==> src/rtl/instr_sequencer.sv <==
// Instruction sequencer: buffers a loaded program and issues it onto instruct (run or single-step).
// Optional feature macro SEQ_LOOP_EN: RUN wraps to word 0 after the last word instead of entering DONE.
module instr_sequencer #(
    parameter int unsigned DEPTH  = 16,
    parameter int unsigned ADDR_W = 4
) (
    input  logic              clk,
    input  logic              reset_n,
    input  logic              load_valid,
    output logic              load_ready,
    input  logic [19:0]       load_data,
    input  logic              clear,
    input  logic              start,
    input  logic              step,
    input  logic              halt,
    output logic [19:0]       instruct,
    output logic [ADDR_W-1:0] pc,
    output logic              busy,
    output logic              done
);
    localparam int unsigned IW = 20;
    localparam int unsigned CW = ADDR_W + 1;
    localparam logic [IW-1:0] NOP = '0;

    typedef enum logic [1:0] {S_IDLE, S_RUN, S_STEP, S_DONE} state_e;

    state_e        state_q, state_d;
    logic [CW-1:0] len_q, len_d;
    logic [CW-1:0] pc_q, pc_d;
    logic [IW-1:0] instr_q, instr_d;
    logic [IW-1:0] mem_q [DEPTH];

    logic          load_fire;
    logic [CW-1:0] len_eff;
    logic [CW-1:0] pc_inc;
    logic [IW-1:0] cur_word;

    // pc carries one extra bit so a full buffer can report pc==len after the last word
    assign load_ready = (state_q == S_IDLE) && (len_q < CW'(DEPTH)) && (pc_q == '0);
    assign load_fire  = load_valid && load_ready;
    assign len_eff    = len_q + CW'(load_fire);
    assign pc_inc     = pc_q + CW'(1);
    assign cur_word   = mem_q[pc_q[ADDR_W-1:0]];

    // Next-state and next-output logic; priority halt > clear > start > step
    always_comb begin
        state_d = state_q;
        len_d   = len_eff;
        pc_d    = pc_q;
        instr_d = NOP;
        unique case (state_q)
            S_IDLE: begin
                if (!halt) begin
                    if (clear) begin
                        len_d = '0;
                        pc_d  = '0;
                    end else if (start && (len_eff > pc_q)) begin
                        state_d = S_RUN;
                    end else if (step && (len_eff > pc_q)) begin
                        state_d = S_STEP;
                    end
                end
            end
            S_RUN: begin
                if (halt) begin
                    state_d = S_IDLE;
`ifdef SEQ_LOOP_EN
                end else begin
                    instr_d = cur_word;
                    pc_d    = (pc_inc >= len_q) ? '0 : pc_inc;
                end
`else
                end else if (pc_q >= len_q) begin
                    state_d = S_DONE;
                end else begin
                    instr_d = cur_word;
                    pc_d    = pc_inc;
                end
`endif
            end
            S_STEP: begin
                if (halt) begin
                    state_d = S_IDLE;
                end else begin
                    instr_d = cur_word;
                    pc_d    = pc_inc;
                    state_d = (pc_inc >= len_q) ? S_DONE : S_IDLE;
                end
            end
            S_DONE: begin
                if (!halt) begin
                    if (clear) begin
                        len_d   = '0;
                        pc_d    = '0;
                        state_d = S_IDLE;
                    end else if (start) begin
                        pc_d    = '0;
                        state_d = S_RUN;
                    end else if (step) begin
                        pc_d    = '0;
                        state_d = S_STEP;
                    end
                end
            end
            default: state_d = S_IDLE;
        endcase
    end

    always_ff @(posedge clk or negedge reset_n) begin
        if (!reset_n) begin
            state_q <= S_IDLE;
            len_q   <= '0;
            pc_q    <= '0;
            instr_q <= NOP;
        end else begin
            state_q <= state_d;
            len_q   <= len_d;
            pc_q    <= pc_d;
            instr_q <= instr_d;
        end
    end

    // Program storage has no reset; contents are only meaningful below len
    always_ff @(posedge clk) begin
        if (load_fire) begin
            mem_q[len_q[ADDR_W-1:0]] <= load_data;
        end
    end

    assign instruct = instr_q;
    assign pc       = pc_q[ADDR_W-1:0];
    assign busy     = (state_q == S_RUN);
    assign done     = (state_q == S_DONE);

endmodule
==> config.mk <==
export PLATFORM = sky130hd
export DESIGN_NAME = instr_sequencer
export DESIGN_NICKNAME = d
export VERILOG_FILES = /design/src/rtl/instr_sequencer.sv
export SDC_FILE = /design/constraint.sdc
export NUM_CORES = 1
export LEC_CHECK = 0
export BUFFER_PORTS_ARGS = -buffer_cell sky130_fd_sc_hd__buf_2
export CORE_ASPECT_RATIO = 0.75
export CORE_UTILIZATION = 55
export DETAILED_ROUTE_END_ITERATION = 7
export GPL_ROUTABILITY_DRIVEN = 0
export GPL_TIMING_DRIVEN = 0
export PLACE_DENSITY_LB_ADDON = 0.12
export REMOVE_ABC_BUFFERS = 1
export SLEW_MARGIN = 0
export SYNTH_ARGS = -nofsm -noshare
export SYNTH_HDL_FRONTEND = slang
export SYNTH_SLANG_ARGS = --single-unit
==> constraint.sdc <==
create_clock -name clk -period 5 [get_ports clk]
set_clock_uncertainty 0.05 [all_clocks]
set_input_delay 1 -clock clk [delete_from_list [all_inputs] [get_ports clk]]
set_output_delay 1 -clock clk [all_outputs]
set_load 0.01 [all_outputs]
==> impl_results.md <==
- Area share of the leading cell type in the synthesized netlist: 0.678
- Via count: 7087
- Most used routing layer: met2
- Final number of max-transition violations: 0
- Post-layout nets: 849
- Clock tree buffer depth: 3
- Post-CTS clock slew at the launch and capture registers of the worst setup and hold paths: 70 ps
- Final wirelength: 29700 um
- Multi-input gate area in the final layout: 3470 um2
- Leak: 5.49 nW
- Data arrival time of the critical path: 5000 ps
- Antenna Nets Post-Route: 0
- Number of detailed-route iterations in the first pass: 5
- Number of clock sinks: 352
- Highest-delay cell along the critical path: sky130_fd_sc_hd__dfrtp_4
- Number of antenna cells inserted: 0
- Peak VDD IR: ~0.00032 V
- Global routing met2 resource utilization: 0.384
- Critical Path Start Type: register
- Max-capacitance violation count: 0
- Critical Path Max Stage Delay: 1020 ps
- Std cell rows: 50
- Number of placed I/O pins: 54
- Setup-violating endpoint count in the final report: 0
- Kind of end point of the critical path: register
- Post-route DRC violation count: 0
- Post CTS Setup Buffer Count: 0
- Cell types with the largest area share after synthesis: sky130_fd_sc_hd__edfxtp_1, sky130_fd_sc_hd__mux4_2, sky130_fd_sc_hd__dfrtp_1
- Number of CTS-inserted buffers: 34
- Post-layout worst setup margin: between 300 and 400 ps
- Width of the die: 187 um
- Required time at the worst-slack endpoint: 5360 ps
- Effective utilization at floorplan: 0.564
- Dpl ws: 384 ps
- Area of the die: between 20000 and 30000 um2
- Final cycle utilization of the critical path: 0.929
- Total of flip-flops plus latches after synthesis: 352
- Total power after layout: 8.01 mW
- Post-synthesis sequential area ratio: 0.734
- Input/output buffers: between 50 and 60
- TritonCTS clock tree: built
- Library cell with the largest summed area after synthesis: sky130_fd_sc_hd__edfxtp_1
- Worst skew pair latency: 500 ps
- Leading cell types in the layout, fill and taps excluded: sky130_fd_sc_hd__edfxtp_1, sky130_fd_sc_hd__nand2_1, sky130_fd_sc_hd__mux4_2
- Wire length of the first global-routing pass: roughly 44000 um
- Most frequently used flop master after synthesis: sky130_fd_sc_hd__edfxtp_1
- Met3 capacity usage during global routing: 0.0386
- Overall die height: 141 um
- Async set or reset register ratio after synthesis: 0.0909
- GRT Overall Usage: 0.230
- Ratio of total power to cell area: about 500 nW/um2
- Design Area, Final: around 16000 um2
- Path type of the worst min-delay path: register to register
- Sequential cell area: approximately 10000 um2
- Startpoint-to-endpoint class of the critical path: register to register
- Synthesis warning total: 0
- Placed wire-length estimate: 16500 um
- Peak Freq: ~0.22 GHz
- Layout cells sized above 1: 0.245
- Via density per instance: 6.10
- Most Frequent Cell on Critical Path: sky130_fd_sc_hd__ha_1
- Via count of the first global-routing pass: 7147
- Number of H-tree levels: 2
- Worst-path fanout max: 65
- Crit path cell chain: inv_1 -> ha_1 -> and4_1 -> ha_1 -> ha_1 -> nand3_1 -> xnor2_1 -> ha_1 -> nand3_1 -> o21bai_1 -> a32oi_1 -> nand2b_1 -> mux2i_1
- Number of design-rule violations left by the first detailed-router iteration: 635
- Transition time of the tightest slew-check pin: 1220 ps
- Count of cells resized by post-cts repair: 0
- RSZ-0062 raised after global routing: false
- CTS root buf: sky130_fd_sc_hd__clkbuf_16
- Result of the run: complete, no violations
- Instance area after placement: 14900 um2
- Distinct cell type count after synthesis: 46
- Most frequent standard cell in the layout excluding fill and tap cells: sky130_fd_sc_hd__edfxtp_1
- Mapped Area: 14200 um2
- Number of antenna violations at the first check in global routing: 1
- Maximum number of pins on one net before global-route repair: between 60 and 70
- Number of enable flip-flop cells after synthesis: 320
- Number of hold violations in the final report: 0
- Layout fillers: 1757
- Total gr overflow: 0
- Area inside the core boundary: 25100 um2
- CTS hold repair buffers: 0
- Final critical delay including setup and external delays: 4640 ps
- Post-Synthesis Cells: 733
- Wire length per cell after detailed routing: roughly 26 um
- Post-Synthesis Mean Instance Area: 19.3 um2
- Worst relative slew slack: 0.186
- Met1 usage in global routing: 0.319
- Area growth, synth to finish: 13.4%
==> critical path, delay by kind of cell (launching register included) <==
| family | cells | cell delay (ps) |
|---|---|---|
| xor gates and xnor gates | 1 | 90 |
| buffers and inverters | 1 | 850 |
| DFF | 1 | 1020 |
| and+or+nand+nor | 4 | 630 |
| adders and majority gates | 4 | 1230 |
| muxes | 1 | 210 |
| AOI/OAI and AO/OA | 2 | 420 |
==> stage by stage <==
step                      std cells  setup TNS (ps)   util  hold slack (ps)
after floorplan                 692          -15910      -              531
after CTS                      1160               0  0.638              585
final                          1161               0  0.639              588
after global routing           1161               0  0.639              620
after detailed placement       1099               0  0.594              572
after global placement         1083         -795360  0.577              569
==> state kept, by name, indices dropped and copies added, names as in the netlist <==
| register | flops |
|---|---|
| mem_q | 320 |
| pc_q | 5 |
| state_q | 2 |
| instruct | 20 |
| len_q | 5 |
==> Yosys cell counts, drive strengths merged, types with 2 or more instances <==
cell and n:
nand3 10, nor2b 4, a311oi 20, o21ai 8, mux2i 3, edfxtp 320
o2bb2ai 2, a211oi 2, mux4 80, xnor2 4, inv 18, a31oi 4
nor3 5, buf 32, nand2 91, xor2 2, a21oi 6, ha 24
nand2b 2, clkbuf 9, and3 21, o31a 3, nor2 17, dfrtp 32
==> final timing paths <==
| kind | startpoint | endpoint | slack [ps] | cells past startpoint |
|---|---|---|---|---|
| worst max-delay path | pc_q[1]$_DFFE_PN0P_ | state_q[0]$_DFFE_PN0P_ | 360 | 13 |
| worst min-delay path | len_q[4]$_DFF_PN0_ | len_q[4]$_DFF_PN0_ | 590 | 2 |
| worst max register to register | pc_q[1]$_DFFE_PN0P_ | state_q[0]$_DFFE_PN0P_ | 360 | 13 |
| worst min register to register | len_q[4]$_DFF_PN0_ | len_q[4]$_DFF_PN0_ | 590 | 2 |
| max in group asynchronous | reset_n | pc_q[2]$_DFFE_PN0P_ | 3560 | 1 |
| min in group asynchronous | reset_n | instruct[16]$_DFF_PN0_ | 620 | 1 |
==> area by class of cell <==
cell class / count / area share
repair buffers: 70 / 0.0363
multi-input cells: 322 / 0.216
clock inverters: 12 / 0.00848
flip-flops and latches: 352 / 0.648
well taps: 338 / 0.0263
clock buffers: 49 / 0.0609
inverters: 18 / 0.00420
==> where the power goes <==
| group | total [mW] | leakage, nW | internal [mW] | switching [mW] |
|---|---|---|---|---|
| logic | 1.92 | 1.64 | 0.923 | 0.998 |
| clock network | 2.53 | 0.543 | 1.52 | 1.01 |
| registers | 3.56 | 3.31 | 3.34 | 0.213 |
| total | 8.01 | 5.49 | 5.78 | 2.22 |
==> kinds of logic after synthesis <==
family	synth area share
fa+ha+maj	0.0212
simple gates	0.0482
compound gates	0.0294
flops	0.734
mux	0.134
buf+inv	0.0292
xor+xnor	0.00371
==> metal layers <==
metal / up-vias / part of all wire
met3: 55 / 0.064
met4: 2 / 0.019
met1: 3685 / 0.43
met5: - / 0.00044
met2: 266 / 0.49
li1: 3079 / -
No activity file was read; power rests on OpenSTA's default activity.
